--- src/rtl/alu_operand_pkg.sv ---
// Shared select codes and widths for the ALU-B operand stage.
package alu_operand_pkg;

    localparam int unsigned SEL_W = 3;

    localparam logic [SEL_W-1:0] SEL_SRC0     = 3'b000;
    localparam logic [SEL_W-1:0] SEL_CONST    = 3'b001;
    localparam logic [SEL_W-1:0] SEL_SRC1     = 3'b010;
    localparam logic [SEL_W-1:0] SEL_SRC2     = 3'b011;
    localparam logic [SEL_W-1:0] SEL_SEXT     = 3'b100;
    localparam logic [SEL_W-1:0] SEL_SEXT_SH2 = 3'b101;
    localparam logic [SEL_W-1:0] SEL_ZEXT     = 3'b110;
    localparam logic [SEL_W-1:0] SEL_ILLEGAL  = 3'b111;

endpackage

--- src/rtl/alu_operand_stage_select.sv ---
// Combinational operand mux: register sources, constant and extended immediates.
module operand_select
    import alu_operand_pkg::*;
#(
    parameter int unsigned DATA_W    = 32,
    parameter int unsigned IMM_W     = 16,
    parameter int unsigned CONST_VAL = 4
) (
    input  logic [SEL_W-1:0]  selector,
    input  logic [DATA_W-1:0] data_0,
    input  logic [DATA_W-1:0] data_1,
    input  logic [DATA_W-1:0] data_2,
    input  logic [IMM_W-1:0]  imm,
    output logic [DATA_W-1:0] value,
    output logic              illegal
);

    logic [DATA_W-1:0] imm_sext;
    logic [DATA_W-1:0] imm_sext_sh2;
    logic [DATA_W-1:0] imm_zext;

    always_comb begin
        imm_sext     = {{(DATA_W-IMM_W){imm[IMM_W-1]}}, imm};
        // Shift happens on the full-width value; top two bits fall off.
        imm_sext_sh2 = {imm_sext[DATA_W-3:0], 2'b00};
        imm_zext     = {{(DATA_W-IMM_W){1'b0}}, imm};
    end

    always_comb begin
        value   = '0;
        illegal = 1'b0;
        case (selector)
            SEL_SRC0:     value = data_0;
            SEL_CONST:    value = DATA_W'(CONST_VAL);
            SEL_SRC1:     value = data_1;
            SEL_SRC2:     value = data_2;
            SEL_SEXT:     value = imm_sext;
            SEL_SEXT_SH2: value = imm_sext_sh2;
            SEL_ZEXT:     value = imm_zext;
            default: begin
                value   = '0;
                illegal = 1'b1;
            end
        endcase
    end

endmodule

--- src/rtl/alu_operand_stage.sv ---
// Registered ALU-B operand stage: one-entry valid/ready register with flush
// and sticky/saturating illegal-select reporting.
module alu_operand_stage
    import alu_operand_pkg::*;
#(
    parameter int unsigned DATA_W    = 32,
    parameter int unsigned IMM_W     = 16,
    parameter int unsigned CONST_VAL = 4,
    parameter int unsigned ERRCNT_W  = 8
) (
    input  logic                clk,
    input  logic                reset_n,
    input  logic [2:0]          selector,
    input  logic [DATA_W-1:0]   data_0,
    input  logic [DATA_W-1:0]   data_1,
    input  logic [DATA_W-1:0]   data_2,
    input  logic [IMM_W-1:0]    imm,
    input  logic                in_valid,
    output logic                in_ready,
    input  logic                flush,
    output logic [DATA_W-1:0]   data_out,
    output logic                out_valid,
    input  logic                out_ready,
    output logic                sel_err,
    output logic [ERRCNT_W-1:0] err_count
);

    logic [DATA_W-1:0]   sel_value;
    logic                sel_illegal;
    logic                accept;

    logic [DATA_W-1:0]   data_out_d,  data_out_q;
    logic                out_valid_d, out_valid_q;
    logic                sel_err_d,   sel_err_q;
    logic [ERRCNT_W-1:0] err_count_d, err_count_q;

    operand_select #(
        .DATA_W    (DATA_W),
        .IMM_W     (IMM_W),
        .CONST_VAL (CONST_VAL)
    ) u_select (
        .selector (selector),
        .data_0   (data_0),
        .data_1   (data_1),
        .data_2   (data_2),
        .imm      (imm),
        .value    (sel_value),
        .illegal  (sel_illegal)
    );

    always_comb begin
        in_ready = !out_valid_q || out_ready;
        accept   = in_valid && in_ready && !flush;
    end

    // Flush wins over accept and drain; it never touches data or error state.
    always_comb begin
        data_out_d  = data_out_q;
        out_valid_d = out_valid_q;
        sel_err_d   = sel_err_q;
        err_count_d = err_count_q;
        if (flush) begin
            out_valid_d = 1'b0;
        end else if (accept) begin
            data_out_d  = sel_value;
            out_valid_d = 1'b1;
            if (sel_illegal) begin
                sel_err_d = 1'b1;
                if (err_count_q != '1) begin
                    err_count_d = err_count_q + 1'b1;
                end
            end
        end else if (out_valid_q && out_ready) begin
            out_valid_d = 1'b0;
        end
    end

    always_ff @(posedge clk) begin
        if (!reset_n) begin
            data_out_q  <= '0;
            out_valid_q <= 1'b0;
            sel_err_q   <= 1'b0;
            err_count_q <= '0;
        end else begin
            data_out_q  <= data_out_d;
            out_valid_q <= out_valid_d;
            sel_err_q   <= sel_err_d;
            err_count_q <= err_count_d;
        end
    end

    always_comb begin
        data_out  = data_out_q;
        out_valid = out_valid_q;
        sel_err   = sel_err_q;
        err_count = err_count_q;
    end

endmodule
--- config.mk ---
export PLATFORM = sky130hd
export DESIGN_NAME = alu_operand_stage
export DESIGN_NICKNAME = d
export VERILOG_FILES = /design/src/rtl/alu_operand_pkg.sv /design/src/rtl/alu_operand_stage_select.sv /design/src/rtl/alu_operand_stage.sv
export SDC_FILE = /design/constraint.sdc
export NUM_CORES = 1
export LEC_CHECK = 0
export CORE_ASPECT_RATIO = 0.9
export CORE_MARGIN = 2
export CORE_UTILIZATION = 39
export CTS_CLUSTER_DIAMETER = 100
export DETAILED_ROUTE_END_ITERATION = 7
export PLACE_DENSITY_LB_ADDON = 0.2
export SLEW_MARGIN = 10
export SYNTH_ARGS = -nofsm -noshare
export SYNTH_HDL_FRONTEND = slang
export SYNTH_SLANG_ARGS = --single-unit
--- constraint.sdc ---
create_clock -name clk -period 5.7 [get_ports clk]
set_input_delay 1.14 -clock clk [delete_from_list [all_inputs] [get_ports clk]]
set_output_delay 1.14 -clock clk [all_outputs]
set_load 0.02 [all_outputs]
Word level (Yosys, flattened, before mapping) --
Index checks and enable logic that the tools add are counted.
Word-level totals: input port bits 120, output and inout bits 43, flip-flop bits (word level) 42, logic and storage cells 31
Cells by class: mux-type cells 3, add/sub/neg operators 1, bitwise operators 3, reduce and logical (&&, ||, !) cells 13, equal/unequal tests 7
Operator list (count):
- $pmux 32 s7 | 1
- $eq 3x3->1 const B | 3
- $add 8x1->8 const B | 1
- $ne 8x8->1 const B | 1
- $reduce_or 7->1 | 1
- $eq 3x2->1 const B | 2
- $reduce_and 4->1 | 1
- $eq 3x1->1 const B | 1
- $logic_and 1x1->1 | 3
- $logic_not 3->1 | 1
- $not 1->1 | 3
- $reduce_and 3->1 | 1
- $logic_not 1->1 | 2
- $mux 1 | 2
- $reduce_and 2->1 | 1
- $reduce_bool 2->1 | 1
- $reduce_or 2->1 | 1
- $logic_or 1x1->1 | 1

Longest topological paths before layout --
Gate-level depths: netlist of the first run.
depth after elaboration 5, depth in mapped cells 6, depth with buffers taken out 5

By module --
Synthesis of the first run repeated with hierarchy kept, for this count alone.
Second synthesis, totals: cell total of the unflattened synthesis 356, area total of the unflattened synthesis 2741.4 µm²
By module, submodules not included:
- alu_operand_stage | cells each 198, area each 1604.0 µm², sequential area each 840.8 µm², instances 1
- operand_select | cells each 158, area each 1137.3 µm², sequential area each 0.0 µm², instances 1

Worst setup path before layout of the first run --
OpenSTA, ideal clock, no wires.
path type input to output, start point in out_ready, end point out in_ready, buffers on the path 0, arrival 1531 ps, slack 3029 ps, cell stages on the path 2, data required time 4560 ps, path through nor2b_1 -> inv_1
On the way: longest elaborated chain between the ends 1
RTL lines:
- from (decl) | RTL line alu_operand_stage.sv:23 | input logic out_ready,
- $logic_or 1x1->1 | RTL line alu_operand_stage.sv:52 | in_ready = !out_valid_q || out_ready;
- to (decl) | RTL line alu_operand_stage.sv:19 | output logic in_ready,
Every way passes these cells.

Worst setup path in the final report of the first run --
Same ends and word-level chain as after synthesis.

==> results_tabular.tex, run 1 <==
\begin{tabular}{lr}
\hline
Metric & Value \\
\hline
\multicolumn{2}{l}{\textbf{Critical path}} \\
\quad Slowest cell delay on critical path & 550 ps \\
\quad Register-to-Register Path Depth & 4 \\
\quad Beginning of the worst register-to-register path & out\_valid\$\_SDFFE\_PP0P\_ \\
\quad Critical Path Fanout Max & 5 \\
\quad Worst Setup Start Kind & primary input \\
\quad Crit path required time & 4560 ps \\
\quad Most prevalent standard cell on the critical path & sky130\_fd\_sc\_hd\_\_clkdlybuf4s50\_1 \\
\quad Category of the worst setup path capture point & primary output \\
\quad Sequence of cells on the critical path & clkdlybuf4s50\_1, nor2b\_1, inv\_1, clkdlybuf4s50\_1 \\
\quad Slack of the worst reg-to-reg path & 3720 ps \\
\quad CP max stage cell & sky130\_fd\_sc\_hd\_\_clkdlybuf4s50\_1 \\
\quad CP Buf/Inv Count & 3 \\
\quad Worst endpoint data arrival time & 2560 ps \\
\quad Setup Crit Path Kind & primary input to primary output \\
\quad Delay-heaviest family, CP & buffers and inverters \\
\quad Critical register-to-register path endpoint & data\_out[4]\$\_SDFFE\_PN0P\_ \\
\multicolumn{2}{l}{\textbf{Drt}} \\
\quad Detail-routed via count per cell & 5.59 \\
\quad Routed WL per cell & 16.4 um \\
\quad Aggregate routed wire length & 8580 um \\
\quad Number of nets with antenna violations after detailed routing & 0 \\
\quad Drt first-iter violations & 129 \\
\quad Detailed-routing iteration count for the pre-antenna-repair pass & 5 \\
\quad Via count & 2920 \\
\quad Total DRC errors in the routed layout & 0 \\
\multicolumn{2}{l}{\textbf{Placement}} \\
\quad DPL Wire Length & 6310 um \\
\quad Number of input and output port buffers inserted & 162 \\
\quad Dpl ws & 2020 ps \\
\quad RePlAce Congestion & 0.803 \\
\quad Placed cell area & 0.00414 mm\^{}2 \\
\multicolumn{2}{l}{\textbf{Global routing}} \\
\quad Antenna violations before repair & 0 \\
\quad Maximum number of pins on one net before global-route repair & 53 \\
\quad Aggregate global-route resource usage & 0.237 \\
\quad Via count of the first global-routing pass & 2760 \\
\quad Wire length of the first global-routing pass & 13200 um \\
\quad Overflow after GRT & 0 \\
\multicolumn{2}{l}{\textbf{Die}} \\
\quad Starting density of the core & 0.404 \\
\quad Placeable core area & 0.00615 mm\^{}2 \\
\quad Die area & 0.00703 mm\^{}2 \\
\quad Io pins & 163 \\
\quad Floorplan die height & 79.7 um \\
\quad Die W & 88.1 um \\
\quad Number of placement rows & 27 \\
\multicolumn{2}{l}{\textbf{STA}} \\
\quad Worst Skew & 13.1 ps \\
\quad Setup violation total in the final timing report & 0 \\
\quad Normalized max-slew margin & 0.207 \\
\quad Worst setup slack after layout & 2000 ps \\
\quad Portion of the clock cycle consumed by the worst path in the final layout & 0.648 \\
\quad Highest achievable clock rate & 271 MHz \\
\quad Transition time of the tightest slew-check pin & 1190 ps \\
\quad Shortest period the worst path allows & 3700 ps \\
\quad Max Slew Vio Count & 0 \\
\quad RSZ-0062 raised after global routing & no \\
\quad Hold Fails Final Rpt & 0 \\
\quad Post-route setup TNS & 0 ps \\
\multicolumn{2}{l}{\textbf{Logic synthesis}} \\
\quad Flop and latch count out of synthesis & 42 \\
\quad Share of synthesized flip-flops with an asynchronous set or reset & 0 \\
\quad Seq/Total Area, Yosys & 0.338 \\
\quad Net count after synthesis & 410 \\
\quad Cell area after technology mapping & 0.00248 mm\^{}2 \\
\quad EDFF count, synth & 0 \\
\quad Avg Synthesized Cell Area & 8.60 um\^{}2 \\
\quad Main flop type after synthesis & sky130\_fd\_sc\_hd\_\_dfxtp\_1 \\
\quad Gate count of the mapped netlist & 289 \\
\quad Count of synthesis-stage warnings from yosys & 0 \\
\quad Yosys cell types & 42 \\
\multicolumn{2}{l}{\textbf{Clocking}} \\
\quad Number of cells upsized or downsized after cts & 0 \\
\quad Hold bufs inserted after CTS & 0 \\
\quad H-Tree Level Count & 2 \\
\quad Clock transition at the registers of the reported paths & 80 ps \\
\quad Cell chosen for the clock root & sky130\_fd\_sc\_hd\_\_clkbuf\_8 \\
\quad Num CTS Buffers & 5 \\
\quad CTS tree & done \\
\quad Buffers from clock root to sink, at most & 2 \\
\quad Insertion delay to the later sink of the worst-skew pair & 300 ps \\
\quad Setup Buffers After CTS & 0 \\
\quad Clk sinks & 42 \\
\multicolumn{2}{l}{\textbf{Finish}} \\
\quad Leading cell types in the layout, fill and taps excluded & sky130\_fd\_sc\_hd\_\_clkdlybuf4s50\_1, sky130\_fd\_sc\_hd\_\_dfxtp\_1, sky130\_fd\_sc\_hd\_\_a21oi\_1, sky130\_fd\_sc\_hd\_\_mux2i\_1, sky130\_fd\_sc\_hd\_\_a22o\_1 \\
\quad Signed area change from the synthesized netlist to the final layout & 72.0\% \\
\quad Number of nets in the final layout & 555 \\
\quad Leading cell type in the layout, fill and taps excluded & sky130\_fd\_sc\_hd\_\_clkdlybuf4s50\_1 \\
\quad Share of cells above drive strength 1 & 0.0460 \\
\quad ANT cells & 0 \\
\quad Post-layout utilization of the core & 0.695 \\
\quad Post-route standard cell area excluding fillers & 0.00427 mm\^{}2 \\
\multicolumn{2}{l}{\textbf{Worst hold path}} \\
\quad HP Start & data\_out[26]\$\_SDFFE\_PN0P\_ \\
\quad Endpoint, Worst Hold & data\_out[26]\$\_SDFFE\_PN0P\_ \\
\quad WHS Path Cells & 1 \\
\quad Worst min path class & flop to flop \\
\multicolumn{2}{l}{\textbf{Pwr}} \\
\quad P per Cell Area & 188 mW/mm\^{}2 \\
\quad Worst vdd ir & 131 uV \\
\quad Standby leakage power & 0.00161 uW \\
\multicolumn{2}{l}{\textbf{Job}} \\
\quad Number of max-cap violations & 0 \\
\multicolumn{2}{l}{\textbf{Status}} \\
\quad Outcome & completed \\
\hline
\end{tabular}
==> per-layer routing <==
metal | share of wire | GRT usage | vias to the layer above
met4 | 0.013 | 0.0606 | 0
met5 | 0 | 0 | -
met3 | 0.083 | 0.0558 | 8
met1 | 0.40 | 0.280 | 1349
met2 | 0.51 | 0.430 | 138
li1 | - | - | 1425
==> area by class of cell <==
type | instances | area (um^2)
clock buffers | 5 | 68.8
repair buffers | 167 | 1650
multi-input cells | 211 | 1510
inverters | 7 | 26.3
clock inverters | 3 | 68.8
well taps | 87 | 109
flip-flops and latches | 42 | 841
fillers | 518 | 1870
==> registers in the layout, summed over array words and instances, names as in the netlist <==
name       count
sel_err        1
data_out      32
out_valid      1
err_count      8
==> how the worst max path moves through the flow <==
stage | from | endpoint | depth (start not counted)
CTS | out_ready | in_ready | 4
floorplan | out_ready | in_ready | 2
global route | out_ready | in_ready | 4
detailed placement | out_ready | in_ready | 4
finish | out_ready | in_ready | 4
global placement | out_ready | in_ready | 4
==> synthesized netlist by cell type (2+ instances only) <==
cell / count / share of area
sky130_fd_sc_hd__dfxtp_1: 42 / 0.34
sky130_fd_sc_hd__a21oi_1: 37 / 0.075
sky130_fd_sc_hd__a22o_1: 31 / 0.11
sky130_fd_sc_hd__mux2i_1: 31 / 0.12
sky130_fd_sc_hd__clkbuf_1: 23 / 0.035
sky130_fd_sc_hd__o22ai_1: 15 / 0.038
sky130_fd_sc_hd__nand3_1: 11 / 0.022
sky130_fd_sc_hd__o221ai_1: 11 / 0.039
sky130_fd_sc_hd__o21ai_0: 10 / 0.020
sky130_fd_sc_hd__and3_1: 9 / 0.023
sky130_fd_sc_hd__nand2_1: 9 / 0.014
sky130_fd_sc_hd__nor2_1: 7 / 0.011
sky130_fd_sc_hd__inv_1: 6 / 0.0091
sky130_fd_sc_hd__or4_1: 6 / 0.018
sky130_fd_sc_hd__buf_2: 3 / 0.0060
sky130_fd_sc_hd__nor2b_1: 3 / 0.0076
sky130_fd_sc_hd__o31ai_1: 3 / 0.0091
sky130_fd_sc_hd__o41ai_1: 3 / 0.011
sky130_fd_sc_hd__a22oi_1: 2 / 0.0060
sky130_fd_sc_hd__a32o_1: 2 / 0.0081
sky130_fd_sc_hd__buf_1: 2 / 0.0030
sky130_fd_sc_hd__nand2b_1: 2 / 0.0050
sky130_fd_sc_hd__nor4_1: 2 / 0.0050
==> through the flow <==
step | std cells | power, uW | hold WS (ps)
floorplan | 289 | 407 | 557
global placement | 514 | 525 | 461
detailed placement | 514 | 529 | 458
CTS | 522 | 811 | 488
global route | 522 | 840 | 496
finish | 522 | 804 | 487
==> worst reg2reg max path, stage by stage (launching register included) <==
cell and delay (ps):
sky130_fd_sc_hd__dfxtp_1 330, sky130_fd_sc_hd__nor2b_1 180, sky130_fd_sc_hd__nor4_2 770, sky130_fd_sc_hd__buf_4 420, sky130_fd_sc_hd__a32o_1 210
==> where the power goes <==
| part | switching [uW] | leakage [uW] | total, uW | internal [uW] |
|---|---|---|---|---|
| logic | 87.5 | 0.00120 | 214 | 126 |
| clock network | 106 | 0.0000683 | 281 | 176 |
| registers | 5.44 | 0.000341 | 308 | 303 |
==> kinds of logic after synthesis <==
| kind of cell | count (synthesis) | share of synthesized area |
|---|---|---|
| AO/OA/AOI/OAI | 121 | 0.338 |
| AND/OR/NAND/NOR | 57 | 0.130 |
| flip-flops | 42 | 0.338 |
| buffers and inverters | 36 | 0.0589 |
| multiplexers | 32 | 0.129 |
| adder cells (fa/ha/maj) | 1 | 0.00503 |
No activity file was read; power rests on OpenSTA's default activity.
==> run 2, diff against run 1 <==
--- a/config.mk
+++ b/config.mk
@@ -7,7 +7,7 @@
 export LEC_CHECK = 0
 export CORE_ASPECT_RATIO = 0.9
 export CORE_MARGIN = 2
-export CORE_UTILIZATION = 39
+export CORE_UTILIZATION = 36
 export CTS_CLUSTER_DIAMETER = 100
 export DETAILED_ROUTE_END_ITERATION = 7
 export PLACE_DENSITY_LB_ADDON = 0.2
==> constraint.sdc (replaced) <==
create_clock -name clk -period 3.4 [get_ports clk]
set_input_delay 0.68 -clock clk [delete_from_list [all_inputs] [get_ports clk]]
set_output_delay 0.68 -clock clk [all_outputs]
set_load 0.02 [all_outputs]
==> run 2 against run 1 <==
Compared with the run above: die area rose by 7.9%; final cell count rose by 1.1%; worst setup slack got worse by 1300 ps; highest routed layer unchanged; largest power group unchanged; cell area fell by 0.59%.
==> results_tabular.tex, run 2 (synthesized netlist as in run 1, its figures left out) <==
\begin{tabular}{lr}
\hline
Metric & Value \\
\hline
\multicolumn{2}{l}{\textbf{Finish}} \\
\quad Seq. cell area & 841 um\^{}2 (unchanged) \\
\quad Signed area change from the synthesized netlist to the final layout & 71.0\% (was 72.0\%) \\
\quad Number of nets in the final layout & 558 (was 555) \\
\quad Max FFs per register & 32 (unchanged) \\
\quad Area taken by multi-input logic gates & 0.00151 mm\^{}2 (unchanged) \\
\quad Leading cell type in the layout, fill and taps excluded & sky130\_fd\_sc\_hd\_\_clkdlybuf4s50\_1 (unchanged) \\
\quad ANT cells & 0 (unchanged) \\
\quad Post-route standard cell area excluding fillers & 0.00425 mm\^{}2 (was 0.00427 mm\^{}2) \\
\quad Leading cell types in the layout, fill and taps excluded & sky130\_fd\_sc\_hd\_\_clkdlybuf4s50\_1, sky130\_fd\_sc\_hd\_\_dfxtp\_1, sky130\_fd\_sc\_hd\_\_a21oi\_1, sky130\_fd\_sc\_hd\_\_mux2i\_1, sky130\_fd\_sc\_hd\_\_a22o\_1 (unchanged) \\
\quad Share of cells above drive strength 1 & 0.0502 (was 0.0460) \\
\quad Number of filler cells placed in the layout & 564 (was 518) \\
\multicolumn{2}{l}{\textbf{STA}} \\
\quad Post-route setup TNS & 0 ps (unchanged) \\
\quad Setup violation total in the final timing report & 0 (unchanged) \\
\quad Worst setup slack after layout & 678 ps (was 2000 ps) \\
\quad RSZ-0062 raised after global routing & no (unchanged) \\
\quad Highest achievable clock rate & 367 MHz \\
\quad Portion of the clock cycle consumed by the worst path in the final layout & 0.801 \\
\quad Max Slew Vio Count & 0 (unchanged) \\
\quad Hold\_ws & 477 ps (was 487 ps) \\
\quad Worst Skew & 6.71 ps (was 13.1 ps) \\
\quad Normalized max-slew margin & 0.311 (was 0.207) \\
\quad Transition time of the tightest slew-check pin & 1030 ps (was 1190 ps) \\
\quad Shortest period the worst path allows & 2720 ps \\
\quad Hold Fails Final Rpt & 0 (unchanged) \\
\multicolumn{2}{l}{\textbf{Critical path}} \\
\quad Worst endpoint data arrival time & 2040 ps (was 2560 ps) \\
\quad Critical register-to-register path endpoint & err\_count[4]\$\_SDFFE\_PN0P\_ (was data\_out[4]\$\_SDFFE\_PN0P\_) \\
\quad Register-to-Register Path Depth & 4 (unchanged) \\
\quad Worst Setup Start Kind & primary input (unchanged) \\
\quad Crit path required time & 2720 ps (was 4560 ps) \\
\quad CP max stage cell & sky130\_fd\_sc\_hd\_\_clkdlybuf4s50\_1 (unchanged) \\
\quad Launching instance or port of the critical path & out\_ready (unchanged) \\
\quad Slowest cell delay on critical path & 550 ps (about the same) \\
\quad Setup Crit Path Kind & primary input to primary output (unchanged) \\
\quad Slack of the worst reg-to-reg path & 1570 ps (was 3720 ps) \\
\quad Most prevalent standard cell on the critical path & sky130\_fd\_sc\_hd\_\_clkdlybuf4s50\_1 (unchanged) \\
\quad CP Buf/Inv Count & 3 (unchanged) \\
\quad Critical Path Fanout Max & 5 (unchanged) \\
\quad Delay-heaviest family, CP & buffers and inverters (unchanged) \\
\quad Category of the worst setup path capture point & primary output (unchanged) \\
\quad Beginning of the worst register-to-register path & out\_valid\$\_SDFFE\_PP0P\_ (unchanged) \\
\quad Sequence of cells on the critical path & clkdlybuf4s50\_1, nor2b\_1, inv\_1, clkdlybuf4s50\_1 (unchanged) \\
\multicolumn{2}{l}{\textbf{Clocking}} \\
\quad Setup Buffers After CTS & 0 (unchanged) \\
\quad Cell chosen for the clock root & sky130\_fd\_sc\_hd\_\_clkbuf\_8 (unchanged) \\
\quad Hold bufs inserted after CTS & 0 (unchanged) \\
\quad Clk sinks & 42 (unchanged) \\
\quad CTS tree & done (unchanged) \\
\quad Insertion delay to the later sink of the worst-skew pair & 300 ps (about the same) \\
\quad Buffers from clock root to sink, at most & 2 (unchanged) \\
\quad Number of cells upsized or downsized after cts & 0 (unchanged) \\
\quad H-Tree Level Count & 2 (unchanged) \\
\quad Clock transition at the registers of the reported paths & 90 ps (was 80 ps) \\
\quad Num CTS Buffers & 5 (unchanged) \\
\multicolumn{2}{l}{\textbf{Placement}} \\
\quad Number of input and output port buffers inserted & 162 (unchanged) \\
\quad RePlAce Congestion & 0.845 (was 0.803) \\
\quad DPL Wire Length & 6640 um (was 6310 um) \\
\quad Dpl ws & 575 ps (was 2020 ps) \\
\quad Placed cell area & 0.00416 mm\^{}2 (was 0.00414 mm\^{}2) \\
\multicolumn{2}{l}{\textbf{Global routing}} \\
\quad Via count of the first global-routing pass & 2982 (was 2760) \\
\quad Met2 track demand over resource in global routing & 0.391 (was 0.430) \\
\quad Met1 Track Usage GR & 0.281 (was 0.280) \\
\quad Antenna violations before repair & 0 (unchanged) \\
\quad Wire length of the first global-routing pass & 14400 um (was 13200 um) \\
\quad Aggregate global-route resource usage & 0.232 (was 0.237) \\
\quad GR Util met3 & 0.0735 (was 0.0558) \\
\quad Most Used Layer, Global Route & met2 (unchanged) \\
\quad Maximum number of pins on one net before global-route repair & 35 (was 53) \\
\quad Overflow after GRT & 0 (unchanged) \\
\multicolumn{2}{l}{\textbf{Die}} \\
\quad Starting density of the core & 0.375 (was 0.404) \\
\quad Die area & 0.00758 mm\^{}2 (was 0.00703 mm\^{}2) \\
\quad Placeable core area & 0.00662 mm\^{}2 (was 0.00615 mm\^{}2) \\
\quad Die W & 91.6 um (was 88.1 um) \\
\quad Io pins & 163 (unchanged) \\
\quad Floorplan die height & 82.8 um (was 79.7 um) \\
\quad Number of placement rows & 28 (was 27) \\
\multicolumn{2}{l}{\textbf{Worst hold path}} \\
\quad Worst min path class & flop to flop (unchanged) \\
\quad WHS Path Cells & 1 (unchanged) \\
\quad HP Start & sel\_err\$\_SDFFE\_PN0P\_ (was data\_out[26]\$\_SDFFE\_PN0P\_) \\
\quad Endpoint, Worst Hold & sel\_err\$\_SDFFE\_PN0P\_ (was data\_out[26]\$\_SDFFE\_PN0P\_) \\
\multicolumn{2}{l}{\textbf{Drt}} \\
\quad Detailed-routing iteration count for the pre-antenna-repair pass & 4 (was 5) \\
\quad Detail-routed via count per cell & 5.60 (was 5.59) \\
\quad Total DRC errors in the routed layout & 0 (unchanged) \\
\quad Drt first-iter violations & 157 (was 129) \\
\quad Number of nets with antenna violations after detailed routing & 0 (unchanged) \\
\quad Aggregate routed wire length & 8910 um (was 8580 um) \\
\quad Routed WL per cell & 16.9 um (was 16.4 um) \\
\quad Via count & 2956 (was 2920) \\
\multicolumn{2}{l}{\textbf{Pwr}} \\
\quad P per Cell Area & 283 mW/mm\^{}2 (was 188 mW/mm\^{}2) \\
\quad Internal power & 867 uW (was 605 uW) \\
\quad Standby leakage power & 0.00160 uW (was 0.00161 uW) \\
\quad Net switching power & 337 uW (was 199 uW) \\
\quad Sequential power share & 0.429 (was 0.384) \\
\quad Post-route total power & 1200 uW (was 804 uW) \\
\quad Gate power share & 0.301 (was 0.266) \\
\quad Net switching share of the total power & 0.280 (was 0.247) \\
\quad Worst vdd ir & 136 uV (was 131 uV) \\
\quad Relative contribution of the clock network to total power & 0.270 (was 0.350) \\
\multicolumn{2}{l}{\textbf{Job}} \\
\quad Number of max-cap violations & 0 (unchanged) \\
\multicolumn{2}{l}{\textbf{Status}} \\
\quad Outcome & completed (unchanged) \\
\hline
\end{tabular}
## run 2: changes by cell type in the layout (fill, tap and decap cells not counted)
cell / previous run / this run
sky130_fd_sc_hd__bufinv_16: 2 / 0
sky130_fd_sc_hd__buf_4: 5 / 8
sky130_fd_sc_hd__clkinv_2: 0 / 1
sky130_fd_sc_hd__clkbuf_1: 0 / 1
## run 2: metrics by stage
step                       util  instances
after CTS                 0.642        528
after detailed placement  0.629        520
after floorplan               -        289
after global routing      0.642        528
after global placement    0.629        520
final                     0.642        528
## run 2: metal layers
metal / up-vias / wire [um]
li1: 1421 / -
met1: 1350 / 3670
met2: 162 / 4280
met3: 23 / 780
met4: 0 / 187
met5: - / 0
## run 2: worst max path at each step
stage / cells past startpoint / endpoint
4_1_cts: 4 / in_ready
3_5_place_dp: 5 / data_out[3]$_SDFFE_PN0P_
3_3_place_gp: 5 / data_out[3]$_SDFFE_PN0P_
5_1_grt: 4 / in_ready
6_report: 4 / in_ready
2_1_floorplan: 6 / err_count[2]$_SDFFE_PN0P_
## run 2: power by group through the flow
stage / clock (uW) / combinational [uW] / sequential (uW)
global placement: 0 / 357 / 528
floorplan: 0 / 135 / 547
global route: 361 / 390 / 519
detailed placement: 0 / 362 / 528
CTS: 332 / 363 / 517
finish: 325 / 362 / 517
## run 2: layout make-up
class / count / area share
inverters: 7 / 0.00618
flip-flops and latches: 42 / 0.198
well taps: 90 / 0.0265
repair buffers: 170 / 0.395
multi-input cells: 211 / 0.355
clock buffers: 6 / 0.0171
clock inverters: 2 / 0.00324
==> run 3, diff against run 2 <==
==> constraint.sdc (replaced) <==
create_clock -name clk -period 2.75 [get_ports clk]
set_input_delay 0.55 -clock clk [delete_from_list [all_inputs] [get_ports clk]]
set_output_delay 0.55 -clock clk [all_outputs]
set_load 0.02 [all_outputs]
==> run 3 against run 2 <==
Compared with the run above: clock power up 49%; final cell count unchanged; non-clock buffer count unchanged; critical endpoint unchanged; highest routed layer unchanged.
==> results_tabular.tex, run 3 (synthesized netlist as in run 1, its figures left out) <==
\begin{tabular}{lr}
\hline
Metric & Value \\
\hline
\multicolumn{2}{l}{\textbf{Worst hold path}} \\
\quad HP Start & data\_out[22]\$\_SDFFE\_PN0P\_ (was sel\_err\$\_SDFFE\_PN0P\_) \\
\quad WHS Path Cells & 1 (unchanged) \\
\quad Endpoint, Worst Hold & data\_out[22]\$\_SDFFE\_PN0P\_ (was sel\_err\$\_SDFFE\_PN0P\_) \\
\quad Worst min path class & flop to flop (unchanged) \\
\multicolumn{2}{l}{\textbf{Finish}} \\
\quad Number of nets in the final layout & 558 (unchanged) \\
\quad Post-route standard cell area excluding fillers & 0.00427 mm\^{}2 (was 0.00425 mm\^{}2) \\
\quad Area taken by multi-input logic gates & 0.00151 mm\^{}2 (unchanged) \\
\quad Leading cell type in the layout, fill and taps excluded & sky130\_fd\_sc\_hd\_\_clkdlybuf4s50\_1 (unchanged) \\
\quad Number of filler cells placed in the layout & 542 (was 564) \\
\quad Max FFs per register & 32 (unchanged) \\
\quad Cell Count, Final, Fillers Out & 528 (unchanged) \\
\quad Signed area change from the synthesized netlist to the final layout & 72.0\% (was 71.0\%) \\
\quad Share of cells above drive strength 1 & 0.0502 (unchanged) \\
\quad Seq. cell area & 841 um\^{}2 (unchanged) \\
\quad Leading cell types in the layout, fill and taps excluded & sky130\_fd\_sc\_hd\_\_clkdlybuf4s50\_1, sky130\_fd\_sc\_hd\_\_dfxtp\_1, sky130\_fd\_sc\_hd\_\_a21oi\_1, sky130\_fd\_sc\_hd\_\_mux2i\_1, sky130\_fd\_sc\_hd\_\_a22o\_1 (unchanged) \\
\quad ANT cells & 0 (unchanged) \\
\multicolumn{2}{l}{\textbf{STA}} \\
\quad Hold\_ws & 481 ps (was 477 ps) \\
\quad Max Slew Vio Count & 0 (unchanged) \\
\quad Worst Skew & 5.84 ps (was 6.71 ps) \\
\quad Portion of the clock cycle consumed by the worst path in the final layout & 0.914 \\
\quad Setup violation total in the final timing report & 0 (unchanged) \\
\quad Hold Fails Final Rpt & 0 (unchanged) \\
\quad Post-route setup TNS & 0 ps (unchanged) \\
\quad Transition time of the tightest slew-check pin & 1030 ps (about the same) \\
\quad Normalized max-slew margin & 0.312 (was 0.311) \\
\quad RSZ-0062 raised after global routing & no (unchanged) \\
\quad Shortest period the worst path allows & 2510 ps \\
\quad Highest achievable clock rate & 398 MHz \\
\multicolumn{2}{l}{\textbf{Die}} \\
\quad Io pins & 163 (unchanged) \\
\quad Die area & 0.00758 mm\^{}2 (unchanged) \\
\quad Floorplan die height & 82.8 um (unchanged) \\
\quad Placeable core area & 0.00662 mm\^{}2 (unchanged) \\
\quad Number of placement rows & 28 (unchanged) \\
\quad Die W & 91.6 um (unchanged) \\
\quad Starting density of the core & 0.375 (unchanged) \\
\multicolumn{2}{l}{\textbf{Clocking}} \\
\quad Clock transition at the registers of the reported paths & 80 ps (was 90 ps) \\
\quad CTS tree & done (unchanged) \\
\quad Buffers from clock root to sink, at most & 2 (unchanged) \\
\quad Insertion delay to the later sink of the worst-skew pair & 290 ps (was 300 ps) \\
\quad Num CTS Buffers & 5 (unchanged) \\
\quad Setup Buffers After CTS & 0 (unchanged) \\
\quad Clk sinks & 42 (unchanged) \\
\quad Cell chosen for the clock root & sky130\_fd\_sc\_hd\_\_clkbuf\_8 (unchanged) \\
\quad H-Tree Level Count & 2 (unchanged) \\
\quad Hold bufs inserted after CTS & 0 (unchanged) \\
\quad Number of cells upsized or downsized after cts & 0 (unchanged) \\
\multicolumn{2}{l}{\textbf{Global routing}} \\
\quad Aggregate global-route resource usage & 0.226 (was 0.232) \\
\quad Via count of the first global-routing pass & 2892 (was 2982) \\
\quad Antenna violations before repair & 0 (unchanged) \\
\quad Overflow after GRT & 0 (unchanged) \\
\quad Wire length of the first global-routing pass & 14000 um (was 14400 um) \\
\quad Maximum number of pins on one net before global-route repair & 35 (unchanged) \\
\multicolumn{2}{l}{\textbf{Drt}} \\
\quad Detailed-routing iteration count for the pre-antenna-repair pass & 4 (unchanged) \\
\quad Via count & 2909 (was 2956) \\
\quad Drt first-iter violations & 154 (was 157) \\
\quad Detail-routed via count per cell & 5.51 (was 5.60) \\
\quad Number of nets with antenna violations after detailed routing & 0 (unchanged) \\
\quad Routed WL per cell & 16.3 um (was 16.9 um) \\
\quad Total DRC errors in the routed layout & 0 (unchanged) \\
\quad Aggregate routed wire length & 8600 um (was 8910 um) \\
\multicolumn{2}{l}{\textbf{Critical path}} \\
\quad Beginning of the worst register-to-register path & out\_valid\$\_SDFFE\_PP0P\_ (unchanged) \\
\quad Register-to-Register Path Depth & 4 (unchanged) \\
\quad Slowest cell delay on critical path & 550 ps (about the same) \\
\quad CP max stage cell & sky130\_fd\_sc\_hd\_\_clkdlybuf4s50\_1 (unchanged) \\
\quad Category of the worst setup path capture point & primary output (unchanged) \\
\quad Critical register-to-register path endpoint & err\_count[3]\$\_SDFFE\_PN0P\_ (was err\_count[4]\$\_SDFFE\_PN0P\_) \\
\quad Critical Path Fanout Max & 5 (unchanged) \\
\quad Most prevalent standard cell on the critical path & sky130\_fd\_sc\_hd\_\_clkdlybuf4s50\_1 (unchanged) \\
\quad Worst endpoint data arrival time & 1960 ps (was 2040 ps) \\
\quad Slack of the worst reg-to-reg path & 910 ps (was 1570 ps) \\
\quad Sequence of cells on the critical path & clkdlybuf4s50\_1, nor2b\_1, inv\_1, clkdlybuf4s50\_1 (unchanged) \\
\quad Crit path required time & 2200 ps (was 2720 ps) \\
\quad Setup Crit Path Kind & primary input to primary output (unchanged) \\
\quad Worst Setup Start Kind & primary input (unchanged) \\
\multicolumn{2}{l}{\textbf{Job}} \\
\quad Number of max-cap violations & 0 (unchanged) \\
\multicolumn{2}{l}{\textbf{Pwr}} \\
\quad Worst vdd ir & 177 uV (was 136 uV) \\
\quad P per Cell Area & 367 mW/mm\^{}2 (was 283 mW/mm\^{}2) \\
\quad Standby leakage power & 0.00161 uW (was 0.00160 uW) \\
\multicolumn{2}{l}{\textbf{Placement}} \\
\quad DPL Wire Length & 6480 um (was 6640 um) \\
\quad Number of input and output port buffers inserted & 162 (unchanged) \\
\quad RePlAce Congestion & 0.880 (was 0.845) \\
\quad Number of placed instances, taps included & 520 (unchanged) \\
\quad Placed cell area & 0.00416 mm\^{}2 (unchanged) \\
\multicolumn{2}{l}{\textbf{Status}} \\
\quad Outcome & completed (unchanged) \\
\hline
\end{tabular}
==> run 3: per-stage QoR <==
stage | power, uW | worst slack, ps | util
floorplan | 843 | 715 | -
global placement | 1090 | 193 | 0.629
detailed placement | 1100 | 165 | 0.629
CTS | 1580 | 249 | 0.645
global route | 1650 | 109 | 0.645
finish | 1570 | 236 | 0.645
==> run 3: worst max path at each step <==
stage | startpoint | endpoint | slack [ps] | cells past startpoint
finish | out_ready | in_ready | 240 | 4
global route | out_ready | in_ready | 110 | 4
CTS | out_ready | in_ready | 250 | 4
detailed placement | selector[2] | data_out[3]$_SDFFE_PN0P_ | 170 | 5
global placement | selector[2] | data_out[3]$_SDFFE_PN0P_ | 190 | 5
floorplan | selector[1] | err_count[2]$_SDFFE_PN0P_ | 710 | 6
==> run 3: area by class of cell <==
class                      instances  area share
clock buffer                       6      0.0170
clock inverter                     2     0.00878
inverter                           7     0.00615
multi-input combinational        211       0.353
sequential                        42       0.197
tap                               90      0.0264
timing repair buffer             170       0.392
==> run 3: metal layers <==
metal / global-route usage / vias to the layer above / share of wire / wire [um]
met4: 0.0716 / 0 / 0.019 / 160
met2: 0.390 / 120 / 0.48 / 4150
met5: 0 / - / 0 / 0
li1: - / 1430 / - / -
met1: 0.266 / 1345 / 0.41 / 3560
met3: 0.0726 / 14 / 0.084 / 724
==> run 3: critical path, delay by kind of cell <==
| family | cells | cell delay, ps |
|---|---|---|
| buf+inv | 3 | 1070 |
| simple gates | 1 | 340 |
==> run 3: power by group <==
part | switching (uW) | leakage [uW] | internal (uW)
Sequential | 11.1 | 0.000341 | 628
Combinational | 180 | 0.00121 | 264
Clock | 212 | 0.0000514 | 271
